===== config.mk =====
export PLATFORM = sky130hd
export DESIGN_NAME = io_port_unit_flat
export DESIGN_NICKNAME = d
export VERILOG_FILES = /design/src/rtl/io_port_unit_if.sv /design/src/rtl/io_port_unit.sv /design/src/flat_wrapper.sv
export SDC_FILE = /design/constraint.sdc
export NUM_CORES = 1
export LEC_CHECK = 0
export CAP_MARGIN = 15
export CORE_UTILIZATION = 50
export DETAILED_ROUTE_END_ITERATION = 7
export PLACE_DENSITY = 0.78
export SLEW_MARGIN = 20
export SYNTH_ARGS = -nofsm -noshare
export SYNTH_HDL_FRONTEND = slang
export SYNTH_SLANG_ARGS = --single-unit

===== constraint.sdc =====
create_clock -name CLK -period 2.5 [get_ports CLK]
set_input_delay 0.75 -clock CLK [delete_from_list [all_inputs] [get_ports CLK]]
set_output_delay 0.75 -clock CLK [all_outputs]
set_load 0.005 [all_outputs]

===== src/rtl/io_port_unit_if.sv =====
// io_port_unit_if -- bus bundle between the control unit / external world
// and io_port_unit.
//   master : drives strobes, outgoing register value, external input word
//            and output acknowledge; observes FIFO head, handshake and status.
//   slave  : the io_port_unit side (mirror of master).
// Parameter DW sets the width of every data signal.
interface io_port_unit_if #(
  parameter int DW = 16
);
  logic          InRead;
  logic          OutputWrite;
  logic [DW-1:0] OutData;
  logic [DW-1:0] InData;
  logic [DW-1:0] ExtInData;
  logic          ExtInValid;
  logic          ExtInReady;
  logic [DW-1:0] ExtOutData;
  logic          ExtOutValid;
  logic          ExtOutAck;
  logic          InEmpty;
  logic          OutBusy;
  logic          InUnderflow;
  logic          OutOverflow;

  modport master (
    output InRead, OutputWrite, OutData, ExtInData, ExtInValid, ExtOutAck,
    input  InData, ExtInReady, ExtOutData, ExtOutValid, InEmpty, OutBusy,
           InUnderflow, OutOverflow
  );

  modport slave (
    input  InRead, OutputWrite, OutData, ExtInData, ExtInValid, ExtOutAck,
    output InData, ExtInReady, ExtOutData, ExtOutValid, InEmpty, OutBusy,
           InUnderflow, OutOverflow
  );
endinterface


===== src/rtl/io_port_unit.sv =====
// io_port_unit -- processor I/O port.
// Input side: DEPTH-entry FIFO filled from the external producer
// (ExtInData/ExtInValid/ExtInReady) and popped by the InRead strobe; the
// head is offered combinationally on InData for the write-back mux.
// Output side: one-word holding register with a two-state FSM, loaded by
// the OutputWrite strobe and released by ExtOutAck.
// Ports:
//   CLK    : clock, all state on its rising edge
//   Reset  : synchronous, active-high; clears control state, pending words
//            and sticky flags (FIFO storage itself is left as-is)
//   bus    : io_port_unit_if slave modport carrying all data/handshake/status
module io_port_unit #(
  parameter int DW    = 16,
  parameter int DEPTH = 4
) (
  input  logic         CLK,
  input  logic         Reset,
  io_port_unit_if.slave bus
);

  localparam int AW = $clog2(DEPTH);
  localparam logic [AW:0]   FULL_COUNT = (AW+1)'(DEPTH);
  localparam logic [AW:0]   COUNT_ONE  = (AW+1)'(1);
  localparam logic [AW-1:0] PTR_ONE    = AW'(1);

  typedef enum logic {OUT_IDLE, OUT_VALID} outState_t;

  // ---------------- input FIFO ----------------
  logic [DW-1:0] fifoMem [DEPTH];
  logic [AW-1:0] wrPtr;
  logic [AW-1:0] rdPtr;
  logic [AW:0]   count;
  logic          inUnderflow;
  logic          push;
  logic          pop;
  logic          notEmpty;

  assign notEmpty = (count != '0);
  // Ready comes from registered count only, so a same-cycle pop never
  // opens a slot combinationally.
  assign push     = bus.ExtInValid & (count < FULL_COUNT);
  assign pop      = bus.InRead & notEmpty;

  always_ff @(posedge CLK) begin
    if (Reset) begin
      wrPtr       <= '0;
      rdPtr       <= '0;
      count       <= '0;
      inUnderflow <= 1'b0;
    end else begin
      if (push) wrPtr <= wrPtr + PTR_ONE;
      if (pop)  rdPtr <= rdPtr + PTR_ONE;
      case ({push, pop})
        2'b10:   count <= count + COUNT_ONE;
        2'b01:   count <= count - COUNT_ONE;
        default: count <= count;
      endcase
      if (bus.InRead && !notEmpty) inUnderflow <= 1'b1;
    end
  end

  // Storage is data only: no reset, write suppressed while Reset is high.
  always_ff @(posedge CLK) begin
    if (push && !Reset) fifoMem[wrPtr] <= bus.ExtInData;
  end

  assign bus.InData      = notEmpty ? fifoMem[rdPtr] : '0;
  assign bus.InEmpty     = ~notEmpty;
  assign bus.ExtInReady  = (count < FULL_COUNT);
  assign bus.InUnderflow = inUnderflow;

  // ---------------- output holding register ----------------
  outState_t     outState;
  outState_t     outStateNext;
  logic          loadOut;
  logic          overflowSet;
  logic [DW-1:0] extOutData;
  logic          outOverflow;

  always_comb begin
    outStateNext = outState;
    loadOut      = 1'b0;
    overflowSet  = 1'b0;
    case (outState)
      OUT_IDLE: begin
        if (bus.OutputWrite) begin
          loadOut      = 1'b1;
          outStateNext = OUT_VALID;
        end
      end
      OUT_VALID: begin
        if (bus.ExtOutAck && bus.OutputWrite) begin
          // Consumer takes the old word as the new one arrives: hand over.
          loadOut = 1'b1;
        end else if (bus.ExtOutAck) begin
          outStateNext = OUT_IDLE;
        end else if (bus.OutputWrite) begin
          overflowSet = 1'b1;
        end
      end
      default: outStateNext = OUT_IDLE;
    endcase
  end

  always_ff @(posedge CLK) begin
    if (Reset) begin
      outState    <= OUT_IDLE;
      extOutData  <= '0;
      outOverflow <= 1'b0;
    end else begin
      outState <= outStateNext;
      if (loadOut)     extOutData  <= bus.OutData;
      if (overflowSet) outOverflow <= 1'b1;
    end
  end

  assign bus.ExtOutData  = extOutData;
  assign bus.ExtOutValid = (outState == OUT_VALID);
  assign bus.OutBusy     = (outState == OUT_VALID);
  assign bus.OutOverflow = outOverflow;

endmodule


===== src/flat_wrapper.sv =====
// flat-port wrapper written by rule: the top's interface ports become plain ports
module io_port_unit_flat 
#(
  parameter int DW    = 16,
  parameter int DEPTH = 4
)
  (CLK, Reset, bus_InRead, bus_OutputWrite, bus_OutData, bus_ExtInData, bus_ExtInValid, bus_ExtOutAck, bus_InData, bus_ExtInReady, bus_ExtOutData, bus_ExtOutValid, bus_InEmpty, bus_OutBusy, bus_InUnderflow, bus_OutOverflow);
  io_port_unit_if #(.DW(DW)) bus_i ();
  input  logic CLK;
  input  logic Reset;
  input wire logic [$bits(bus_i.InRead)-1:0] bus_InRead;
  input wire logic [$bits(bus_i.OutputWrite)-1:0] bus_OutputWrite;
  input wire logic [$bits(bus_i.OutData)-1:0] bus_OutData;
  input wire logic [$bits(bus_i.ExtInData)-1:0] bus_ExtInData;
  input wire logic [$bits(bus_i.ExtInValid)-1:0] bus_ExtInValid;
  input wire logic [$bits(bus_i.ExtOutAck)-1:0] bus_ExtOutAck;
  output wire logic [$bits(bus_i.InData)-1:0] bus_InData;
  output wire logic [$bits(bus_i.ExtInReady)-1:0] bus_ExtInReady;
  output wire logic [$bits(bus_i.ExtOutData)-1:0] bus_ExtOutData;
  output wire logic [$bits(bus_i.ExtOutValid)-1:0] bus_ExtOutValid;
  output wire logic [$bits(bus_i.InEmpty)-1:0] bus_InEmpty;
  output wire logic [$bits(bus_i.OutBusy)-1:0] bus_OutBusy;
  output wire logic [$bits(bus_i.InUnderflow)-1:0] bus_InUnderflow;
  output wire logic [$bits(bus_i.OutOverflow)-1:0] bus_OutOverflow;
  assign bus_i.InRead = bus_InRead;
  assign bus_i.OutputWrite = bus_OutputWrite;
  assign bus_i.OutData = bus_OutData;
  assign bus_i.ExtInData = bus_ExtInData;
  assign bus_i.ExtInValid = bus_ExtInValid;
  assign bus_i.ExtOutAck = bus_ExtOutAck;
  assign bus_InData = bus_i.InData;
  assign bus_ExtInReady = bus_i.ExtInReady;
  assign bus_ExtOutData = bus_i.ExtOutData;
  assign bus_ExtOutValid = bus_i.ExtOutValid;
  assign bus_InEmpty = bus_i.InEmpty;
  assign bus_OutBusy = bus_i.OutBusy;
  assign bus_InUnderflow = bus_i.InUnderflow;
  assign bus_OutOverflow = bus_i.OutOverflow;
  io_port_unit #(.DW(DW), .DEPTH(DEPTH)) u_core (.CLK(CLK), .Reset(Reset), .bus(bus_i));
endmodule

# Yosys cells after proc, flatten, opt, wreduce, memory -nomap -nowiden
# Memories as Yosys holds them, arrays and structs flattened. A register that Yosys moved wholly into a read port is not among the register bits.
# Index checks and enable logic that the tools add are counted.
# word_totals
word_cells,41
ram_bits,64
register_bits,26
input_bits,38
memories,1
# mem_list
name,depth,width,read_ports,rd_ports_with_merged_regs,wr,line_no,text
u_core.fifoMem,4,16,1,1,1,io_port_unit.sv:29,logic [DW-1:0] fifoMem [DEPTH];
# classes
bitwise,4
eq_ne,2
n_mux,15
n_reduce_logical,7
n_addsub,4
n_lt_le_gt_ge,1
# op_table
operator,n
2-to-1 mux 16 bit,1
2-to-1 mux 1 bit,9
one-hot mux 3 bit (2 select lines),1
"adder 2 x 1 -> 2 bit, second input constant",2
2-to-1 mux 2 bit,2
one-hot mux 1 bit (2 select lines),2
"adder 3 x 1 -> 3 bit, second input constant",1
logical AND 1 bit,3
"less-than comparator 3 bit, second input constant",1
nonzero test 3 bit,1
"subtractor 3 x 1 -> 3 bit, second input constant",1
AND 1 bit,2
"== test 2 x 1 -> 1 bit, second input constant",1
"== test 2 bit, second input constant",1
logical NOT 1 bit,2
NOT 1 bit,2
nonzero test 2 bit,1

# Longest topological paths before layout
# logic_depth
word_depth,5
mapped_depth,8

# Worst setup path before layout
# No wires, ideal clock.
# synth_timing
path_type,input to register
startpoint,input port bus_ExtInValid
endpoint,register u_core.count[2]
slack_ns,0.302
setup_ns,0.070
arrival_time_ns,2.128
t_required_ns,2.430
path_stages,8
path_cell_list,nor2b_1 inv_1 ha_1 inv_1 fa_1 xor2_1 or3_1 a21oi_1
# synth_between
elab_chain_len,3
elab_cells_between_ends,5
classes_between,eq/ne: 2; mux: 1; bitwise: 1; reduce/logical: 1
# synth_rtl
element,line_no,text
from (decl),flat_wrapper.sv:15,input wire logic [$bits(bus_i.ExtInValid)-1:0] bus_ExtInValid;
AND 1 bit (*),io_port_unit.sv:41,assign push = bus.ExtInValid & (count < FULL_COUNT);
== test 2 x 1 -> 1 bit / == test 2 bit (equally long branches),io_port_unit.sv:53,"case ({push, pop})"
one-hot mux 3 bit (2 select lines) / nonzero test 2 bit (equally long branches),-,
to (signal assigned),io_port_unit.sv:54,2'b10: count <= count + COUNT_ONE;
to (signal assigned),io_port_unit.sv:55,2'b01: count <= count - COUNT_ONE;
to (signal assigned),io_port_unit.sv:56,default: count <= count;
to (decl),io_port_unit.sv:32,logic [AW:0] count;
# Mark *: on every way between the ends. The rest lies on a longest branch, timed or not.
# A chain may end at the register's enable or synchronous reset.

==> impl_metrics.json <==
{
  "core_area_um2": 6910,
  "routedWlPerCell_um": 16.0,
  "rsz0062_at_grt": "yes",
  "crit_path_max_incr_delay_ns": 0.50,
  "first_pass_iters": 4,
  "antenna_left": 0,
  "io_buffers": 75,
  "synth_top_family_by_area": "multiplexers",
  "p_int_mw": 3.27,
  "grt_max_degree": 28,
  "yosys_warnings": 0,
  "via_count": 2284,
  "ff_latch_area_um2": 2490,
  "crit_path_end_kind": "primary output",
  "synth_cell_types": 28,
  "via_per_inst": 5.18,
  "synth_compound_area_share_pct": 5.85,
  "worstSetupStartpointType": "register",
  "finish.net_count": 385,
  "crit_chain": "buf_12, buf_6, mux4_2, nor2b_4, buf_2",
  "synth_area_leader_cell": "edfxtp_1",
  "cts_buffer_depth": 2,
  "clk_latency_ns": 0.34,
  "gp_congestion": 0.664,
  "power_frac_clock_pct": 21.2,
  "total_power_mw": 4.53,
  "skew_ns": 0.00882,
  "cts_buffers": 9,
  "final_common_cell": "edfxtp_1",
  "status": "finished, final reports clean",
  "htree_levels": 3,
  "fill_cells": 500,
  "grt_pass1_wl_um": 11000,
  "drv_slew": 0,
  "fin_crit_ns": 2.49,
  "worstPathArrival_ns": 1.74,
  "clk_pin_slew_ns": 0.09,
  "synth_area_leaders": "edfxtp_1 53%, dfxtp_1 15%, mux4_2 6.2%",
  "hold_buffers": 0,
  "hold_viol": 0,
  "tns_ns": 0,
  "area_delta_synth_final_pct": 35.3,
  "rows": 30,
  "syn_area_um2": 3640,
  "period_share_pct": 99.5,
  "dp_cells": 410,
  "hold_class": "reg2reg",
  "synthXorXnorAreaFrac_pct": 0.963,
  "drtIter0Drc": 134,
  "whs_ns": 0.478,
  "critPathRequiredTime_ns": 1.75,
  "setup_viol": 0,
  "multiInputGateArea_um2": 1030,
  "crit_fanout": 8,
  "final_cell_mix": "64 x edfxtp_1, 59 x clkdlybuf4s50_1, 27 x dfxtp_1",
  "clockRootBuffer": "clkbuf_8",
  "synth_fa_ha_area_share_pct": 2.27,
  "die_h_um": 87.3,
  "slew_headroom_pct": 71.9,
  "diodes": 0,
  "grt_overflow_total": 0,
  "initial_core_util_pct": 52.7,
  "stdcell_count": 441,
  "drive_gt1_share_pct": 24.3,
  "synth-simple-area-share_pct": 8.49,
  "synth_mux_area_share_pct": 10.5,
  "switching_share_pct": 27.8,
  "cts.sinks": 92,
  "power_frac_comb_pct": 37.7,
  "die_area_um2": 7620,
  "critical_path_class": "reg2out",
  "die_x_um": 87.3,
  "syn-num-nets": 283,
  "cpMaxStageDelayCell": "mux4_2",
  "drt-total-wl_um": 7050,
  "max_clock_freq_mhz": 402,
  "grt_antenna_before_repair": 0,
  "dpl.hpwl_um": 4430,
  "grt_pass1_vias": 2274,
  "p_switching_mw": 1.26,
  "synthCells": 239,
  "drcViolationCount": 0,
  "synth.top_cell.area_share_pct": 52.8,
  "avgSynthCellArea_um2": 15.2,
  "vdd_ir_drop_max_v": 0.000400,
  "grt_usage_pct": 19.7,
  "tightest_slew_ns": 0.421,
  "cts_tree": "done",
  "power_density_nw_per_um2": 920,
  "power_leakage_nw": 1.76,
  "ys_seq_area_share_pct": 68.2,
  "io_pins": 76,
  "drv_cap": 0,
  "yosys_register_bits": 92,
  "p_seq_share_pct": 41.2
}
[cell usage after synthesis]
library cell and count:
edfxtp_1 64, dfxtp_1 28, a21oi_1 23, o21ai_0 18, nand3_1 16, nor2b_1 15, mux4_2 10, inv_1 9
nor2_1 9, mux4_1 6, clkbuf_1 5, ha_1 5, and2_1 4, buf_2 4, nand2_1 3, nor2b_4 3
xor2_1 3, buf_1 2, buf_4 2, or3_1 2, buf_12 1, buf_6 1, clkbuf_4 1, fa_1 1
nand2b_1 1, nor3_1 1, o31ai_1 1, xnor2_1 1
[layout make-up]
type                       count  area share [%]
clock buffer                  10            2.59
clock inverter                 5            1.27
inverter                       9           0.686
multi-input combinational    122            20.8
sequential                    92            50.5
tap                           96            2.44
timing repair buffer         107            21.7
[cells by family after synthesis]
group	after synthesis
buf+inv	25
simple gates	54
flops	92
compound gates	42
fa+ha+maj	6
mux	16
xor+xnor	4
[final timing paths]
kind | from | end | slack (ns) | cells past startpoint
max | register | bus_InData[8] | 0.01 | 5
min | u_core.bus.ExtOutData[0] | u_core.bus.ExtOutData[0] | 0.48 | 2
max reg2reg | u_core.count[2] | u_core.count[2] | 0.59 | 8
min reg2reg | u_core.bus.ExtOutData[0] | u_core.bus.ExtOutData[0] | 0.48 | 2
[metal layers]
layer	vias to the layer above	global-route usage, %	share of wire (%)
met5	-	0	0
met4	0	8.05	1.7
met3	14	5.88	6.9
met2	82	32.4	48
met1	1106	24.4	43
li1	1082	-	-
[critical path, delay by kind of cell (launching register included)]
family | cells | cell delay [ns]
buffers and inverters | 3 | 0.35
flip-flops | 1 | 0.40
multiplexers | 1 | 0.50
AND/OR/NAND/NOR | 1 | 0.14
[power groups by stage]
stage	clock network [mW]	registers, mW	logic [mW]
2_1_floorplan	0	1.85	0.791
3_3_place_gp	0	1.87	1.44
3_5_place_dp	0	1.87	1.46
4_1_cts	0.985	1.86	1.58
5_1_grt	1.04	1.88	1.85
6_report	0.960	1.86	1.71
[metrics by stage]
stage / util (%) / worst slack, ns / cell area, µm²
6_report: 71.3 / 0.0128 / 4920
3_5_place_dp: 66.9 / -0.138 / 4620
3_3_place_gp: 66.9 / -0.105 / 4620
4_1_cts: 70.7 / -0.0582 / 4880
2_1_floorplan: - / 0.302 / 3640
5_1_grt: 71.3 / -0.0512 / 4920
[flip-flops by register name, summed over array words and instances (netlist names), named ones only]
signal / flops
u_core.count: 3
u_core.bus.ExtOutValid: 1
u_core.bus.ExtOutData: 16
u_core.wrPtr: 2
u_core.rdPtr: 2
u_core.bus.InUnderflow: 1
u_core.fifoMem: 64
u_core.bus.OutOverflow: 1
[timing repair]
item	in CTS	in global routing
cloned	1	1
setup buffers	13	1
resized for setup	72	7
setup endpoints to repair	16	15
pin swaps	0	1
Power figures use the tool's default switching activity.
